**src/rtl/clint_mmio_timer.sv**
```systemverilog
// ---------------------------------------------------------------------------
// clint_mmio_timer
//
// Machine timer and interrupt responder on the CPU data-memory/MMIO port.
// It sits beside the data RAM and decodes CPU stores and loads that fall in
// its 32-byte register window. Loads are answered one cycle later, with the
// same latency as the BRAM. The block also drives the CPU's mtime and
// interrupt inputs.
//
// Register map (offsets from BASE_ADDR, word aligned, addr[1:0] ignored):
//   0x00 MSIP           bit0 read/write, other bits read as zero
//   0x08 MTIMECMP_LO
//   0x0C MTIMECMP_HI
//   0x10 MTIME_LO       a load here also snapshots mtime[63:32]
//   0x14 MTIME_HI
//   0x18 MTIME_HI_SNAP  read-only, upper half captured by the last MTIME_LO load
//   others              read as zero, writes ignored
//
// Ports:
//   i_clk, i_rst                 clock, synchronous active-high reset
//   i_data_mem_addr              CPU store byte address
//   i_data_mem_wr_data           CPU store data
//   i_data_mem_per_byte_wr_en    CPU per-byte store enables
//   i_mmio_read_pulse            one-cycle MMIO load strobe
//   i_mmio_load_addr             MMIO load byte address
//   i_ext_irq                    level external interrupt request
//   o_mmio_rd_data               load data, valid the cycle after the strobe
//   o_mmio_rd_valid              high for one cycle on in-window load responses
//   o_mtime                      current mtime, taken straight from the register
//   o_interrupts                 {meip, mtip, msip}, registered
// ---------------------------------------------------------------------------
module clint_mmio_timer #(
    parameter logic [31:0] BASE_ADDR = 32'h4000_0000,
    parameter int unsigned TICK_DIV  = 1,
    parameter logic [63:0] CMP_RST   = 64'hFFFF_FFFF_FFFF_FFFF
) (
    input  logic        i_clk,
    input  logic        i_rst,
    input  logic [31:0] i_data_mem_addr,
    input  logic [31:0] i_data_mem_wr_data,
    input  logic [3:0]  i_data_mem_per_byte_wr_en,
    input  logic        i_mmio_read_pulse,
    input  logic [31:0] i_mmio_load_addr,
    input  logic        i_ext_irq,
    output logic [31:0] o_mmio_rd_data,
    output logic        o_mmio_rd_valid,
    output logic [63:0] o_mtime,
    output logic [2:0]  o_interrupts
);

    localparam int PS_W = (TICK_DIV > 1) ? $clog2(TICK_DIV) : 1;
    localparam logic [PS_W-1:0] PS_LAST = PS_W'(TICK_DIV - 1);

    localparam logic [2:0] IDX_MSIP      = 3'd0;
    localparam logic [2:0] IDX_CMP_LO    = 3'd2;
    localparam logic [2:0] IDX_CMP_HI    = 3'd3;
    localparam logic [2:0] IDX_MTIME_LO  = 3'd4;
    localparam logic [2:0] IDX_MTIME_HI  = 3'd5;
    localparam logic [2:0] IDX_SNAP      = 3'd6;

    logic [63:0]     mtime_q,     mtime_d;
    logic [63:0]     mtimeCmp_q,  mtimeCmp_d;
    logic            msip_q,      msip_d;
    logic [PS_W-1:0] prescaler_q, prescaler_d;
    logic [31:0]     snapHi_q,    snapHi_d;
    logic [31:0]     rdData_q,    rdData_d;
    logic            rdValid_q,   rdValid_d;
    logic [2:0]      irq_q,       irq_d;

    logic        wrHit;
    logic [2:0]  wrIdx;
    logic        rdHit;
    logic [2:0]  rdIdx;
    logic        tick;
    logic        loWrite;
    logic        hiWrite;
    logic        loCarry;
    logic [31:0] loTicked;
    logic [31:0] hiTicked;
    logic [31:0] rdMux;
    logic        unusedAddrBits;

    // Replace only the byte lanes whose enable is set.
    function automatic logic [31:0] mergeBytes(input logic [31:0] oldVal,
                                               input logic [31:0] newVal,
                                               input logic [3:0]  byteEn);
        logic [31:0] res;
        res = oldVal;
        for (int b = 0; b < 4; b++) begin
            if (byteEn[b]) begin
                res[8*b +: 8] = newVal[8*b +: 8];
            end
        end
        return res;
    endfunction

    assign unusedAddrBits = ^{i_data_mem_addr[1:0], i_mmio_load_addr[1:0]};

    assign wrHit = (i_data_mem_addr[31:5] == BASE_ADDR[31:5]) && (i_data_mem_per_byte_wr_en != 4'b0000);
    assign wrIdx = i_data_mem_addr[4:2];
    assign rdHit = i_mmio_read_pulse && (i_mmio_load_addr[31:5] == BASE_ADDR[31:5]);
    assign rdIdx = i_mmio_load_addr[4:2];
    assign tick  = (prescaler_q == PS_LAST);

    // Read mux sees the registers as they are before this edge's updates,
    // so a store and load to the same register in one cycle returns the old value.
    always_comb begin
        rdMux = 32'h0;
        case (rdIdx)
            IDX_MSIP:     rdMux = {31'h0, msip_q};
            IDX_CMP_LO:   rdMux = mtimeCmp_q[31:0];
            IDX_CMP_HI:   rdMux = mtimeCmp_q[63:32];
            IDX_MTIME_LO: rdMux = mtime_q[31:0];
            IDX_MTIME_HI: rdMux = mtime_q[63:32];
            IDX_SNAP:     rdMux = snapHi_q;
            default:      rdMux = 32'h0;
        endcase
    end

    // Next-state logic. mtime is split in halves so that a store to the low
    // word can suppress the carry into the high word while the unwritten half
    // still follows the tick.
    always_comb begin
        prescaler_d = tick ? '0 : prescaler_q + PS_W'(1);

        loWrite  = wrHit && (wrIdx == IDX_MTIME_LO);
        hiWrite  = wrHit && (wrIdx == IDX_MTIME_HI);
        loTicked = mtime_q[31:0] + {31'h0, tick};
        loCarry  = tick && (&mtime_q[31:0]) && !loWrite;
        hiTicked = mtime_q[63:32] + {31'h0, loCarry};

        mtime_d[31:0]  = loWrite ? mergeBytes(loTicked, i_data_mem_wr_data, i_data_mem_per_byte_wr_en) : loTicked;
        mtime_d[63:32] = hiWrite ? mergeBytes(hiTicked, i_data_mem_wr_data, i_data_mem_per_byte_wr_en) : hiTicked;

        mtimeCmp_d = mtimeCmp_q;
        if (wrHit && (wrIdx == IDX_CMP_LO)) begin
            mtimeCmp_d[31:0] = mergeBytes(mtimeCmp_q[31:0], i_data_mem_wr_data, i_data_mem_per_byte_wr_en);
        end
        if (wrHit && (wrIdx == IDX_CMP_HI)) begin
            mtimeCmp_d[63:32] = mergeBytes(mtimeCmp_q[63:32], i_data_mem_wr_data, i_data_mem_per_byte_wr_en);
        end

        msip_d = msip_q;
        if (wrHit && (wrIdx == IDX_MSIP) && i_data_mem_per_byte_wr_en[0]) begin
            msip_d = i_data_mem_wr_data[0];
        end

        snapHi_d = snapHi_q;
        if (rdHit && (rdIdx == IDX_MTIME_LO)) begin
            snapHi_d = mtime_q[63:32];
        end

        rdValid_d = rdHit;
        rdData_d  = rdHit ? rdMux : 32'h0;

        irq_d = {i_ext_irq, (mtime_q >= mtimeCmp_q), msip_q};
    end

    // State registers with synchronous reset; reset also drops any read
    // response that would have been produced by a strobe in the same cycle.
    always_ff @(posedge i_clk) begin
        if (i_rst) begin
            mtime_q     <= 64'h0;
            mtimeCmp_q  <= CMP_RST;
            msip_q      <= 1'b0;
            prescaler_q <= '0;
            snapHi_q    <= 32'h0;
            rdData_q    <= 32'h0;
            rdValid_q   <= 1'b0;
            irq_q       <= 3'b000;
        end else begin
            mtime_q     <= mtime_d;
            mtimeCmp_q  <= mtimeCmp_d;
            msip_q      <= msip_d;
            prescaler_q <= prescaler_d;
            snapHi_q    <= snapHi_d;
            rdData_q    <= rdData_d;
            rdValid_q   <= rdValid_d;
            irq_q       <= irq_d;
        end
    end

    assign o_mtime         = mtime_q;
    assign o_mmio_rd_data  = rdData_q;
    assign o_mmio_rd_valid = rdValid_q;
    assign o_interrupts    = irq_q;

endmodule

```
**config.mk**
```make
export PLATFORM = sky130hd
export DESIGN_NAME = clint_mmio_timer
export DESIGN_NICKNAME = d
export VERILOG_FILES = /design/src/rtl/clint_mmio_timer.sv
export SDC_FILE = /design/constraint.sdc
export NUM_CORES = 1
export LEC_CHECK = 0
export CELL_PAD_IN_SITES_DETAIL_PLACEMENT = 0
export CELL_PAD_IN_SITES_GLOBAL_PLACEMENT = 1
export CORE_ASPECT_RATIO = 1.1
export CORE_MARGIN = 1
export CORE_UTILIZATION = 36
export CTS_CLUSTER_DIAMETER = 120
export CTS_CLUSTER_SIZE = 24
export DETAILED_ROUTE_END_ITERATION = 10
export GPL_TIMING_DRIVEN = 0
export PLACE_DENSITY_LB_ADDON = 0.3
export SLEW_MARGIN = 10
export SYNTH_ARGS = -nofsm -noshare
export SYNTH_HDL_FRONTEND = slang
export SYNTH_SLANG_ARGS = --single-unit
export TNS_END_PERCENT = 1
```
**constraint.sdc**
```tcl
create_clock -name i_clk -period 3.33 [get_ports i_clk]
set_input_delay 0.666 -clock i_clk [delete_from_list [all_inputs] [get_ports i_clk]]
set_output_delay 0.666 -clock i_clk [all_outputs]
set_load 0.03 [all_outputs]
```
[Word-level counts from Yosys, hierarchy flattened]
Cells that the tools add are included.
Cells by class
  $add $sub $neg: 3
  $lt $le $gt $ge: 1
  bitwise logic cells: 2
  reductions and logical operators: 26
  equal/unequal tests: 11
  multiplexer cells: 11
  div/mod/pow operators: 0
  $mul: 0
  shifts and indexed selects: 0
Operators with widths (count)
  case mux 32 bit (6 select lines): 1
  adder 32 x 1 -> 32 bit: 2
  greater-or-equal comparator 64 bit: 1
  2-to-1 mux 32 bit: 2
  2-to-1 mux 8 bit: 8
  == test 27 x 26 -> 1 bit (second input constant): 2
  AND reduction 32 bit: 1
  AND reduction 2 bit: 8
  == test 3 bit (second input constant): 5
  == test 3 x 2 -> 1 bit (second input constant): 4
  logical AND 1 bit: 11
  logical NOT 3 bit: 2
  nonzero test 4 bit: 1
  OR reduction 2 bit: 2
  NOT 1 bit: 2
  adder 1 bit (second input constant): 1
  logical NOT 1 bit: 1
Storage, ports and cells
  input bits: 104
  memory bits (writable): 0
  memories: 0
  bits in read-only memories: 0
  output and inout port bits: 100
  bits in latches: 0
  logic and storage cells: 69
  register bits: 198

[Longest topological paths before layout]
  depth after elaboration: 8
  depth in mapped cells: 13
  gate-level depth less buffers: 11

[Worst setup path before layout]
OpenSTA, ideal clock, no wires.
  kind: input to register
  from: input port i_data_mem_per_byte_wr_en[0]
  to: register mtime_q[52], in the netlist o_mtime[52]
  stages: 13
  setup time: 0.086 ns
  data required time: 3.244 ns
  data arrival time: 3.386 ns
  slack: -0.142 ns
  path buffers: 2
  cell sequence: buf_2 > or4_4 > nand4_4 > nor4b_4 > nor4_1 > ha_1 > ha_1 > nand2_1 > or3_1 > buf_2 > nand2b_1 > xor2_1 > a211oi_1
Between the ends
  cells in the longest elaborated chain, start to end: 8
  elaborated cells between the ends (all ways): 9
  those cells by class: add/sub: 1; mux: 2; reduce/logical: 6
Ends and longest elaborated chain
  from (decl): RTL line 41  | input logic [3:0] i_data_mem_per_byte_wr_en,
  nonzero test 4 bit *: RTL line 99  | assign wrHit = (i_data_mem_addr[31:5] == BASE_ADDR[31:5]) && (i_data_mem_per_byte_wr_en != 4'b0000);
  logical AND 1 bit *: RTL line 99
  logical AND 1 bit: RTL line 126  | loWrite = wrHit && (wrIdx == IDX_MTIME_LO);
  logical NOT 1 bit: RTL line 129  | loCarry = tick && (&mtime_q[31:0]) && !loWrite;
  logical AND 1 bit: RTL line 129
  adder 32 x 1 -> 32 bit: RTL line 130  | hiTicked = mtime_q[63:32] + {31'h0, loCarry};
  2-to-1 mux 8 bit: RTL line 90  | if (byteEn[b]) begin
  2-to-1 mux 32 bit *: RTL line 133  | mtime_d[63:32] = hiWrite ? mergeBytes(hiTicked, i_data_mem_wr_data, i_data_mem_per_byte_wr_en) : hiTicked;
  to (signal assigned): RTL line 172  | mtime_q <= mtime_d;
  to (decl): RTL line 61  | logic [63:0] mtime_q, mtime_d;
Every way passes the cells marked *; elsewhere a longest branch is shown, timed or not.
A chain may end at the register's enable or synchronous reset.

[Worst setup path in the final report]
  from: register mtime_q[29], in the netlist o_mtime[29]
  to: register mtime_q[52], in the netlist o_mtime[52]
Between the ends
  cells in the longest elaborated chain, start to end: 6
Ends and longest elaborated chain (RTL line)
  AND reduction 32 bit *: 129
  logical AND 1 bit * (2 in series): 129
  adder 32 x 1 -> 32 bit *: 130
  2-to-1 mux 8 bit: 90
  2-to-1 mux 32 bit *: 133
Marked as above.

==> impl_metrics.csv <==
group,metric,value,unit
yosys,synth_top_cell_by_area,"dfxtp_1",
sta,finalHoldViolCount,0,
floorplanning,rows,66,
sta,setup_violations,0,
yosys,netlist.area_leader.share,36.3,%
drt,vias_per_cell,5.68,
worst_setup_path,ff2ff_setup_slack,0.08,ns
worst_setup_path,crit_buf_inv,1,
drt,drt_first_pass_iters,6,
clock_tree,clk_pin_slew,0.08,ns
global_route,track_usage,26.2,%
layout,drive_above_1_share,9.93,%
floorplanning,die_w,168,um
floorplanning,die_y,185,um
global_route,grtUsageMet1,32.6,%
sta,setup_ws,0.0774,ns
power_and_ir_drop,p_leak,5.56,nW
worst_hold_path,min_to,"snapHi_q[3]",
place,gp_congestion,0.880,
sta,fin_crit_sh,97.7,%
clock_tree,clk_root_buffer_cell,"clkbuf_16",
yosys,synth_area,10900,um2
yosys,syn_avg_cell_area,8.75,um2
floorplanning,boundaryPins,204,
drt,detailroute.via_count,10600,
clock_tree,cts_hold_buffers,0,
drt,drc,0,
place,place_ws,-1.31,ns
power_and_ir_drop,p_clk_share,44.2,%
sta,slew_violations,0,
layout,area_growth,30.0,%
global_route,grt_overflow,0,
global_route,busiest_layer,"met2",
yosys,yosysMostFrequentCell,"dfxtp_1",
worst_setup_path,reg2reg_depth,12,
sta,grt_setup_unrepaired,"true",
worst_setup_path,slowest_delay,0.44,ns
worst_setup_path,path_class,"reg2reg",
worst_hold_path,worstHoldPathType,"reg2reg",
global_route,grt_pass1_vias,10200,
place,placed_cells,1816,
place,numPortBuffers,192,
yosys,synth-edff-count,0,
sta,skew,0.0137,ns
power_and_ir_drop,powerDensity,346,nW/um2
worst_setup_path,crit_fanout,9,
clock_tree,cts.sinks,198,
place,hpwl,30500,um
worst_setup_path,end_kind,"flop",
run,cap_violations,0,
floorplanning,core,29700,um2
worst_setup_path,cp_slowest_cell,"or4_4",
global_route,grt.met2_usage,44.5,%
worst_setup_path,cp_data_required_time,3.69,ns
drt,drt_iter0_drc,949,
power_and_ir_drop,vdd_drop_max,226,uV
layout,final_cell_count_no_fill,1864,
yosys,syn_inst,1250,
worst_setup_path,arrival,3.61,ns
floorplanning,initial_core_util,36.8,%
global_route,grt_pass1_wl,60900,um
sta,max_clock_freq,307,MHz
worst_setup_path,r2r_start,"o_mtime[29]",
yosys,synthArstFlopShare,0,%
power_and_ir_drop,switchingPower,1.28,mW
clock_tree,cts_max_path_buffers,2,
global_route,antenna_found_initial,0,
yosys,synth_area_leaders,"dfxtp_1 36%, ha_1 7.8%, nor2_1 5.1%, a311o_1 4.4%, a21oi_1 3.5%",
yosys,yosys_warnings,0,
clock_tree,numCtsBuffers,17,
floorplanning,dieArea,31100,um2
drt,drt-total-wl,40600,um
worst_hold_path,hp-start,"snapHi_q[3]",
power_and_ir_drop,p_int,3.65,mW
global_route,grt_use_met3,5.26,%
run_status,status,"finished clean",
yosys,synth_nets,1422,
power_and_ir_drop,p_seq_share,48.2,%
drt,wire_per_inst,21.8,um
yosys,yosysSeqAreaShare,36.3,%
worst_setup_path,r2r_end,"o_mtime[52]",
worst_hold_path,hold_depth,2,
layout,fin_nets,1650,
global_route,grt_max_degree,19,
drt,drtAntennaViolNets,0,
clock_tree,htreeDepth,4,
sta,max-slew-margin-rel,32.7,%
yosys,synth_cell_types,59,
power_and_ir_drop,p_comb_share,7.7,%
worst_setup_path,worstPathCellList,"nand4_1 > or2_4 > or4_4 > nor4_4 > ha_2 > ha_4 > nand2_2 > or3_4 > buf_12 > nand2b_1 > xor2_1 > a211oi_1",
clock_tree,clk_latency,0.45,ns
power_and_ir_drop,switching_share,25.9,%
yosys,synth_ff_type,"dfxtp_1",
clock_tree,cts_tree,"built",
sta,period_needed,3.25,ns
yosys,ys_ff_latch,198,
worst_setup_path,path_delay_family,"simple AND/OR/NAND/NOR gates",
layout,diodes,0,
sta,worst_pin_slew,1.01,ns
worst_setup_path,cp-start-kind,"flop",
yosys,yosys-top-cells-count,"198 x dfxtp_1, 148 x nor2_1, 90 x nand2_1",
## layer usage
layer | routed length, um | up-vias | share of wire (%)
met3 | 2970 | 68 | 7.3
met4 | 1160 | 0 | 2.9
met1 | 17300 | 5042 | 43
met2 | 19200 | 436 | 47
met5 | 0 | - | 0
li1 | - | 5048 | -
## worst reg2reg max path: cells and delay by family (launching register included)
kind            cells  cell delay, ns
compound gates      1            0.23
xor+xnor            1            0.14
fa+ha+maj           2            0.45
buf+inv             1            0.16
flops               1            0.38
simple gates        7            1.82
## layout make-up
| type | instances | area (um2) |
|---|---|---|
| Clock buffer | 17 | 425 |
| Clock inverter | 14 | 165 |
| Tap cell | 374 | 468 |
| Inverter | 77 | 289 |
| Multi-Input combinational cell | 885 | 6380 |
| Buffer | 90 | 454 |
| Timing Repair Buffer | 209 | 2050 |
| Fill cell | 2965 | 15500 |
| Sequential cell | 198 | 3980 |
## state kept, by name (all words and copies together) (netlist names)
register,flops
o_interrupts,3
o_mmio_rd_valid,1
msip_q,1
o_mtime,64
snapHi_q,32
o_mmio_rd_data,32
prescaler_q,1
mtimeCmp_q,64
## power by group through the flow
stage | Clock, mW | Combinational (mW) | Sequential (mW)
after detailed placement | 0 | 0.371 | 2.43
after CTS | 2.20 | 0.373 | 2.37
final | 2.17 | 0.378 | 2.37
after global routing | 2.29 | 0.399 | 2.37
after floorplan | 0 | 0.139 | 2.43
after global placement | 0 | 0.371 | 2.43
## layout by cell type, fill, tap and decap left out, types with 30 or more instances in the layout
cell type,count
mux2i_1,37
a21oi_1,77
inv_1,76
clkbuf_1,63
dfxtp_1,192
ha_1,66
o21ai_0,44
xnor2_1,41
a311o_1,48
a22o_1,30
nand2_1,89
nor2_1,145
a211oi_1,31
nand3_1,37
clkdlybuf4s50_1,192
a222oi_1,30
## cells by family (layout without fill, tap and decap cells)
kind of cell	Yosys count	in the layout	share of synthesized area [%]
flip-flops	198	198	36.3
AND/OR/NAND/NOR	395	395	18.2
buffers and inverters	167	407	6.54
adder cells (fa/ha/maj)	68	68	7.78
other	1	1	0.0343
AO/OA/AOI/OAI	323	323	22.9
multiplexers	38	38	3.49
XOR/XNOR	60	60	4.81
## worst max path at each step
stage	slack, ns	end	from	cells after the start
2_1_floorplan	0.00004	o_mtime[52]	i_data_mem_per_byte_wr_en[0]	13
4_1_cts	-0.006	o_mtime[63]	o_mtime[26]	12
3_3_place_gp	-1.28	o_mtime[59]	o_mtime[8]	12
3_5_place_dp	-1.31	o_mtime[59]	o_mtime[8]	12
5_1_grt	-0.06	o_mtime[52]	o_mtime[29]	12
6_report	0.08	o_mtime[52]	o_mtime[29]	12
## through the flow
stage	hold slack [ns]	util (%)	setup TNS [ns]	instance area, um2	total power [mW]
after floorplan	0.460	-	0	11000	2.57
after detailed placement	0.484	44.9	-17.68	13300	2.80
final	0.500	47.8	0	14200	4.92
after CTS	0.503	47.5	-0.00864	14100	4.95
after global placement	0.473	44.9	-18.31	13300	2.80
after global routing	0.522	47.8	-0.120	14200	5.06
## timing repair
item,4_1_cts,5_1_grt
resized for setup,23,12
pin swaps,9,13
endpoints found under the setup margin,26,17
buffers inserted,12,5
Note: power is estimated with default switching activity, not from simulation.
